[config.mk]
export PLATFORM = sky130hd
export DESIGN_NAME = an3_serial_encoder
export DESIGN_NICKNAME = d
export VERILOG_FILES = /design/src/rtl/an3_pkg.sv /design/src/rtl/an3_serial_adder_bit.sv /design/src/rtl/an3_serial_encoder.sv
export SDC_FILE = /design/constraint.sdc
export NUM_CORES = 1
export LEC_CHECK = 0
export ABC_CLOCK_PERIOD_IN_PS = 3500
export BUFFER_PORTS_ARGS = -buffer_cell sky130_fd_sc_hd__buf_4
export CORE_UTILIZATION = 58
export CTS_CLUSTER_SIZE = 14
export DETAILED_ROUTE_END_ITERATION = 6
export MAX_ROUTING_LAYER = met4
export PLACE_DENSITY = 0.83
export SYNTH_ARGS = -nofsm -noshare
export SYNTH_HDL_FRONTEND = slang
export SYNTH_HIERARCHICAL = 1
export SYNTH_SLANG_ARGS = --single-unit
[constraint.sdc]
create_clock -name clk -period 3.5 [get_ports clk]
set_input_delay 0.7 -clock clk [delete_from_list [all_inputs] [get_ports clk]]
set_output_delay 0.7 -clock clk [all_outputs]
set_load 0.02 [all_outputs]
[src/rtl/an3_pkg.sv]
// Shared defaults and types for the 3N (AN, A=3) serial encoder.
package an3_pkg;

    localparam int DATA_W_DEF = 14;
    localparam int CODE_W_DEF = DATA_W_DEF + 2;
    localparam int CNT_W_DEF  = $clog2(CODE_W_DEF);

    typedef enum logic {
        IDLE  = 1'b0,
        SHIFT = 1'b1
    } state_t;

    // Bit-count width for a codeword of code_w bits, never narrower than 1.
    function automatic int cnt_w(input int code_w);
        return (code_w > 1) ? $clog2(code_w) : 1;
    endfunction

endpackage

[src/rtl/an3_serial_adder_bit.sv]
// One-bit serial full adder: combinational sum, registered carry cleared at frame start.
module an3_serial_adder_bit (
    input  logic clk,
    input  logic rst,
    input  logic a,
    input  logic b,
    input  logic clr,
    input  logic en,
    output logic sum
);

    logic carry_reg;
    logic carry_next;

    assign sum = a ^ b ^ carry_reg;

    always_comb begin
        carry_next = carry_reg;
        if (clr) begin
            carry_next = 1'b0;
        end else if (en) begin
            carry_next = (a & b) | (a & carry_reg) | (b & carry_reg);
        end
    end

    always_ff @(posedge clk) begin
        if (rst) begin
            carry_reg <= 1'b0;
        end else begin
            carry_reg <= carry_next;
        end
    end

endmodule

[src/rtl/an3_serial_encoder.sv]
// 3N arithmetic-code transmitter: serialises 3*data LSB-first and publishes the full codeword.
// Optional AN3_ERR_INJ_EN adds err_inj, which inverts codeword bit 0 for checker exercise.
module an3_serial_encoder
    import an3_pkg::*;
#(
    parameter int DATA_W = DATA_W_DEF
) (
    input  logic                clk,
    input  logic                rst,
    input  logic                in_valid,
    output logic                in_ready,
    input  logic [DATA_W-1:0]   in_data,
`ifdef AN3_ERR_INJ_EN
    input  logic                err_inj,
`endif
    output logic                tx_bit,
    output logic                tx_valid,
    output logic                tx_first,
    output logic                tx_last,
    output logic [DATA_W+1:0]   code_word,
    output logic                code_valid
);

    localparam int CODE_W = DATA_W + 2;
    localparam int CNT_W  = cnt_w(CODE_W);
    localparam logic [CNT_W-1:0] LAST_CNT = CNT_W'(CODE_W - 1);

    state_t              state_reg, state_next;
    logic [CNT_W-1:0]    cnt_reg, cnt_next;
    logic [DATA_W-1:0]   data_reg;
    logic                prev_reg;
    logic [CODE_W-1:0]   asm_reg;
    logic [CODE_W-1:0]   code_word_reg;
    logic                code_valid_reg;
    logic                shifting;
    logic                last;
    logic                accept;
    logic                sum;
    logic                flip;
    logic                bit_out;

    assign shifting = (state_reg == SHIFT);
    assign last     = shifting && (cnt_reg == LAST_CNT);
    // A new word may only enter while idle or on the final bit of the current frame.
    assign in_ready = ~rst & (~shifting | last);
    assign accept   = in_valid & in_ready;

    an3_serial_adder_bit u_adder (
        .clk (clk),
        .rst (rst),
        .a   (data_reg[0]),
        .b   (prev_reg),
        .clr (accept),
        .en  (shifting),
        .sum (sum)
    );

`ifdef AN3_ERR_INJ_EN
    logic err_reg;
    assign flip = err_reg & (cnt_reg == '0);
`else
    assign flip = 1'b0;
`endif

    assign bit_out    = sum ^ flip;
    assign tx_bit     = shifting & bit_out;
    assign tx_valid   = shifting;
    assign tx_first   = shifting && (cnt_reg == '0);
    assign tx_last    = last;
    assign code_word  = code_word_reg;
    assign code_valid = code_valid_reg;

    always_comb begin
        state_next = state_reg;
        cnt_next   = cnt_reg;
        case (state_reg)
            IDLE: begin
                if (accept) begin
                    state_next = SHIFT;
                    cnt_next   = '0;
                end
            end
            SHIFT: begin
                if (accept) begin
                    cnt_next = '0;
                end else if (last) begin
                    state_next = IDLE;
                    cnt_next   = '0;
                end else begin
                    cnt_next = cnt_reg + CNT_W'(1);
                end
            end
            default: begin
                state_next = IDLE;
                cnt_next   = '0;
            end
        endcase
    end

    always_ff @(posedge clk) begin
        if (rst) begin
            state_reg      <= IDLE;
            cnt_reg        <= '0;
            data_reg       <= '0;
            prev_reg       <= 1'b0;
            asm_reg        <= '0;
            code_word_reg  <= '0;
            code_valid_reg <= 1'b0;
`ifdef AN3_ERR_INJ_EN
            err_reg        <= 1'b0;
`endif
        end else begin
            state_reg      <= state_next;
            cnt_reg        <= cnt_next;
            code_valid_reg <= last;
            if (last) begin
                code_word_reg <= {bit_out, asm_reg[CODE_W-1:1]};
            end
            if (shifting) begin
                asm_reg <= {bit_out, asm_reg[CODE_W-1:1]};
            end
            // Shifting in zeros supplies d_j = 0 for the two top codeword bits.
            if (accept) begin
                data_reg <= in_data;
                prev_reg <= 1'b0;
`ifdef AN3_ERR_INJ_EN
                err_reg  <= err_inj;
`endif
            end else if (shifting) begin
                data_reg <= {1'b0, data_reg[DATA_W-1:1]};
                prev_reg <= data_reg[0];
            end
        end
    end

endmodule
# Yosys cells after proc, flatten, opt, wreduce, memory -nomap -nowiden
# Cells that the tools add are included.
[classes]
div = 0
n_bitwise = 13
order_cmp = 0
addsub = 1
mul = 0
muxes = 10
shifts = 0
reduce_logical = 5
eq_ne = 2
[op_table]
columns = ["operator", "n"]
rows = [
  ["14-bit two-way mux", 2],
  ["4-bit two-way mux", 3],
  ["4-bit case mux with 2 select lines", 1],
  ["1-bit bitwise AND", 6],
  ["4-bit by 1-bit adder with 4-bit output, second input constant", 1],
  ["4-bit == test, second input constant", 1],
  ["4-bit logical NOT", 1],
  ["1-bit two-way mux", 3],
  ["1-bit OR", 3],
  ["1-bit logical AND", 2],
  ["2-bit inequality test, second input constant", 1],
  ["1-bit NOT", 2],
  ["1-bit case mux with 2 select lines", 1],
  ["2-bit nonzero test", 1],
  ["2-bit OR reduction", 1],
  ["1-bit bitwise XOR", 2],
]
[totals]
memories = 0
romBits = 0
out_inout_bits = 22
input_bits = 17
latch_bits = 0
ramBits = 0
ff_bits = 54

# Depth between registers and ports, before layout
[depth]
word_depth = 7
mapped_depth = 6

# Modules after synthesis
# The synthesis kept the hierarchy.
[modules_own_cells]
columns = ["mod", "area_per_inst_um2", "instances", "cells_per_inst"]
rows = [
  ["an3_serial_encoder", 2085.8, 1, 197],
  ["an3_serial_adder_bit", 60.1, 1, 4],
]

# Least setup slack after synthesis
# Ideal clock, no wire load.
[synth_timing]
kind = "register -> output"
from = "reg state_reg, in the netlist tx_valid"
to = "out tx_first"
path_stages_with_launch = 4
path_slack_ns = 1.280
t_arrival_ns = 1.520
n_path_buf = 1
path_cell_list = "dfxtp_1 -> buf_2 -> inv_1 -> nor4b_1"
[synth_between]
elab_chain_len = 1
[synth_lines]
columns = ["element", "line", "text"]
rows = [
  ["from (decl)", "an3_serial_encoder.sv:28", "state_t state_reg, state_next;"],
  ["from (signal assigned)", "an3_serial_encoder.sv:113", "state_reg <= state_next;"],
  ["1-bit logical AND", "an3_serial_encoder.sv:68", "assign tx_first = shifting && (cnt_reg == '0);"],
  ["to (decl)", "an3_serial_encoder.sv:18", "output logic tx_first,"],
]
# Every way passes these cells.

# Final worst setup path
# Same ends and word-level chain as after synthesis.

==> run_results.csv <==
group,metric,value,unit
logic_synthesis,ys_async_sr_fraction,0,%
timing,fmax,0.3874,GHz
timing,finalCritPeriodShare,73.75,%
timing,finalHoldViolCount,0,
timing,fin_skew,0.002249,ns
place,portBuffers,38,
logic_synthesis,synth-edff-count,0,
logic_synthesis,yosys-top-cells-count,"dfxtp_1 (53), mux2i_1 (28), a21oi_1 (21), nor2_1 (20), a22o_1 (15)",
status,outcome,"finished, final reports clean",
drt,ant_nets,0,
worst_setup_path,rr_worst_depth,3,
place,gp_congestion,0.7269,
logic_synthesis,synth.area.top_cells,"dfxtp_1 (49%), mux2i_1 (13%), o221a_2 (6.8%)",
logic_synthesis,synth_cells,201,
clock_tree,cts_root_buf,"clkbuf_8",
timing,period_minus_slack,2.581,ns
worst_setup_path,path_class,"reg -> out",
logic_synthesis,synth_warnings,6,
timing,drv_slew,0,
clock_tree,cts_buffers,5,
clock_tree,clkSlewWorstSetupHoldPaths,0.09,ns
timing,relSlewSlack,55.31,%
clock_tree,cts_hold_buf,0,
worst_setup_path,startpoint_type,"flop",
drt,totalWireLength,3966,um
power_and_ir_drop,p_int,0.9040,mW
floorplanning,std_cell_rows,21,
drt,drc,0,
grt,grt_max_degree,42,
layout,nets,251,
min_path,hold_depth,2,
power_and_ir_drop,p_per_area,459.3,nW/um2
logic_synthesis,ys_ff_latch,53,
place,dp_hpwl,2660,um
power_and_ir_drop,power.switching,0.2567,mW
logic_synthesis,yosys_most_used_dff,"dfxtp_1",
logic_synthesis,yosysSeqAreaShare,49.45,%
clock_tree,post_cts_resized,0,
layout,antennaDiodeCount,0,
layout,largest_reg_flops,16,
drt,drt-initial-drc-count,96,
clock_tree,cts.sinks,53,
logic_synthesis,synth.most_common_cell,"dfxtp_1",
floorplanning,die_area,3947,um2
worst_setup_path,worstPathMaxFanout,28,
floorplanning,die_width,62.83,um
worst_setup_path,worst_setup_path_end_kind,"output port",
clock_tree,htree_levels,2,
power_and_ir_drop,p_seq_share,55.2,%
worst_setup_path,slowest_stage,"dfxtp_2",
power_and_ir_drop,finalPower,1.161,mW
power_and_ir_drop,cellLeakagePower,1.074,nW
worst_setup_path,timing.critical_path.required,2.80,ns
logic_synthesis,avgSynthCellArea,10.68,um2
logic_synthesis,yosysTopAreaCell,"dfxtp_1",
worst_setup_path,cp.arrival,1.88,ns
grt,gr-total-overflow,0,
clock_tree,cts_buffer_depth,2,
grt,grt_pass1_wl,6858,um
drt,avgViaCountPerCell,5.669,
layout,area_growth_syn_to_layout,17.78,%
floorplanning,io_pins,39,
drt,vias,1576,
flow_run,drv_cap,0,
timing,tightest_slew,0.6703,ns
power_and_ir_drop,power_frac_clock,35.9,%
power_and_ir_drop,p_comb_share,8.9,%
layout,final_util,73.43,%
drt,firstDrtPassIters,4,
clock_tree,postCtsSetupBuffers,0,
power_and_ir_drop,switching_share,22.11,%
min_path,hold_class,"reg -> reg",
clock_tree,tritoncts,"yes",
grt,grt_antenna_before_repair,0,
timing,finalSetupTns,0,ns
grt,track_usage,22.77,%
timing,setup_violations,0,
logic_synthesis,synthesis.nets,221,
power_and_ir_drop,ir_drop,0.0003433,V
floorplanning,die_h,62.83,um
layout,drive_gt1_share,30.60,%
logic_synthesis,synth_top_area_share,49.45,%
floorplanning,initial_utilization,62.34,%
floorplanning,core_area,3442,um2
logic_synthesis,yosysUniqueCellTypes,32,
clock_tree,clk_latency,0.30,ns
worst_setup_path,worstPathCellList,"inv_1, nor4b_1, buf_4",
drt,drt-wirelength-per-cell,14.27,um
grt,first_global_vias,1506,
logic_synthesis,synth_area,2146,um2
worst_setup_path,slowest_delay,0.76,ns
timing,grt_setup_unrepaired,"false",
worst max-delay path: cells and delay by family (launching register included):
kind                   cells  cell delay [ns]
DFF                        1             0.76
buffers and inverters      2             0.44
and+or+nand+nor            1             0.36
path summary, 6_finish.rpt:
check | start | end | slack [ns]
max | tx_valid$_SDFF_PP0_ | tx_first | 0.92
min | code_word[0]$_SDFFE_PP0P_ | code_word[0]$_SDFFE_PP0P_ | 0.46
max reg2reg | tx_valid$_SDFF_PP0_ | data_reg[0]$_SDFFE_PP0P_ | 1.55
min reg2reg | code_word[0]$_SDFFE_PP0P_ | code_word[0]$_SDFFE_PP0P_ | 0.46
metal layers:
layer | GRT usage [%] | part of all wire, % | vias up | routed length (um)
met5 | - | 0 | - | 0
met3 | 4.927 | 3.7 | 5 | 146
met4 | 6.977 | 0.96 | 0 | 38
met1 | 26.76 | 47 | 736 | 1868
met2 | 38.72 | 48 | 36 | 1913
li1 | - | - | 799 | -
cells by family after synthesis:
| kind of cell | Yosys count | synth area share (%) |
|---|---|---|
| muxes | 29 | 13.59 |
| buffers and inverters | 22 | 5.073 |
| AOI/OAI and AO/OA | 55 | 20.17 |
| xor gates and xnor gates | 1 | 0.4082 |
| adders and majority gates | 3 | 2.099 |
| DFF | 53 | 49.45 |
| and+or+nand+nor | 38 | 9.213 |
layout by cell type, fill, tap and decap left out, types with 2 or more instances in the layout:
| master | synthesis | final |
|---|---|---|
| nor2_1 | 20 | 20 |
| mux2i_1 | 28 | 28 |
| nand2_1 | 3 | 3 |
| clkbuf_8 | 0 | 6 |
| a21oi_1 | 21 | 21 |
| a22o_1 | 15 | 15 |
| a31oi_1 | 2 | 2 |
| o221a_2 | 13 | 13 |
| nor3b_1 | 3 | 3 |
| inv_1 | 3 | 3 |
| buf_4 | 5 | 39 |
| inv_2 | 3 | 3 |
| ha_1 | 2 | 2 |
| nand3_1 | 3 | 3 |
| nor2_2 | 2 | 2 |
| dfxtp_1 | 53 | 52 |
metrics by stage:
step / hold WS, ns / setup WS [ns] / area [um2] / std cells
after floorplan: 0.4312 / 1.280 / 2146 / 201
after global placement: 0.4414 / 1.313 / 2411 / 270
after detailed placement: 0.4503 / 1.256 / 2411 / 270
after CTS: 0.4626 / 0.9143 / 2527 / 278
after global routing: 0.4875 / 0.8367 / 2527 / 278
final: 0.4599 / 0.9188 / 2527 / 278
power groups by stage:
| stage | clock (mW) | sequential (mW) | combinational [mW] |
|---|---|---|---|
| after floorplan | 0 | 0.644 | 0.0822 |
| after global placement | 0 | 0.654 | 0.0992 |
| after detailed placement | 0 | 0.655 | 0.103 |
| after CTS | 0.425 | 0.641 | 0.104 |
| after global routing | 0.451 | 0.644 | 0.113 |
| final | 0.417 | 0.641 | 0.103 |
layout make-up:
| class | count | area (um2) |
|---|---|---|
| clock inverter | 1 | 30.03 |
| timing repair buffer | 39 | 292.8 |
| fill | 251 | 914.6 |
| tap | 46 | 57.56 |
| clock buffer | 7 | 86.33 |
| sequential | 53 | 1062 |
| inverter | 6 | 22.52 |
| multi-input combinational | 126 | 975.9 |
Power figures use the tool's default switching activity.
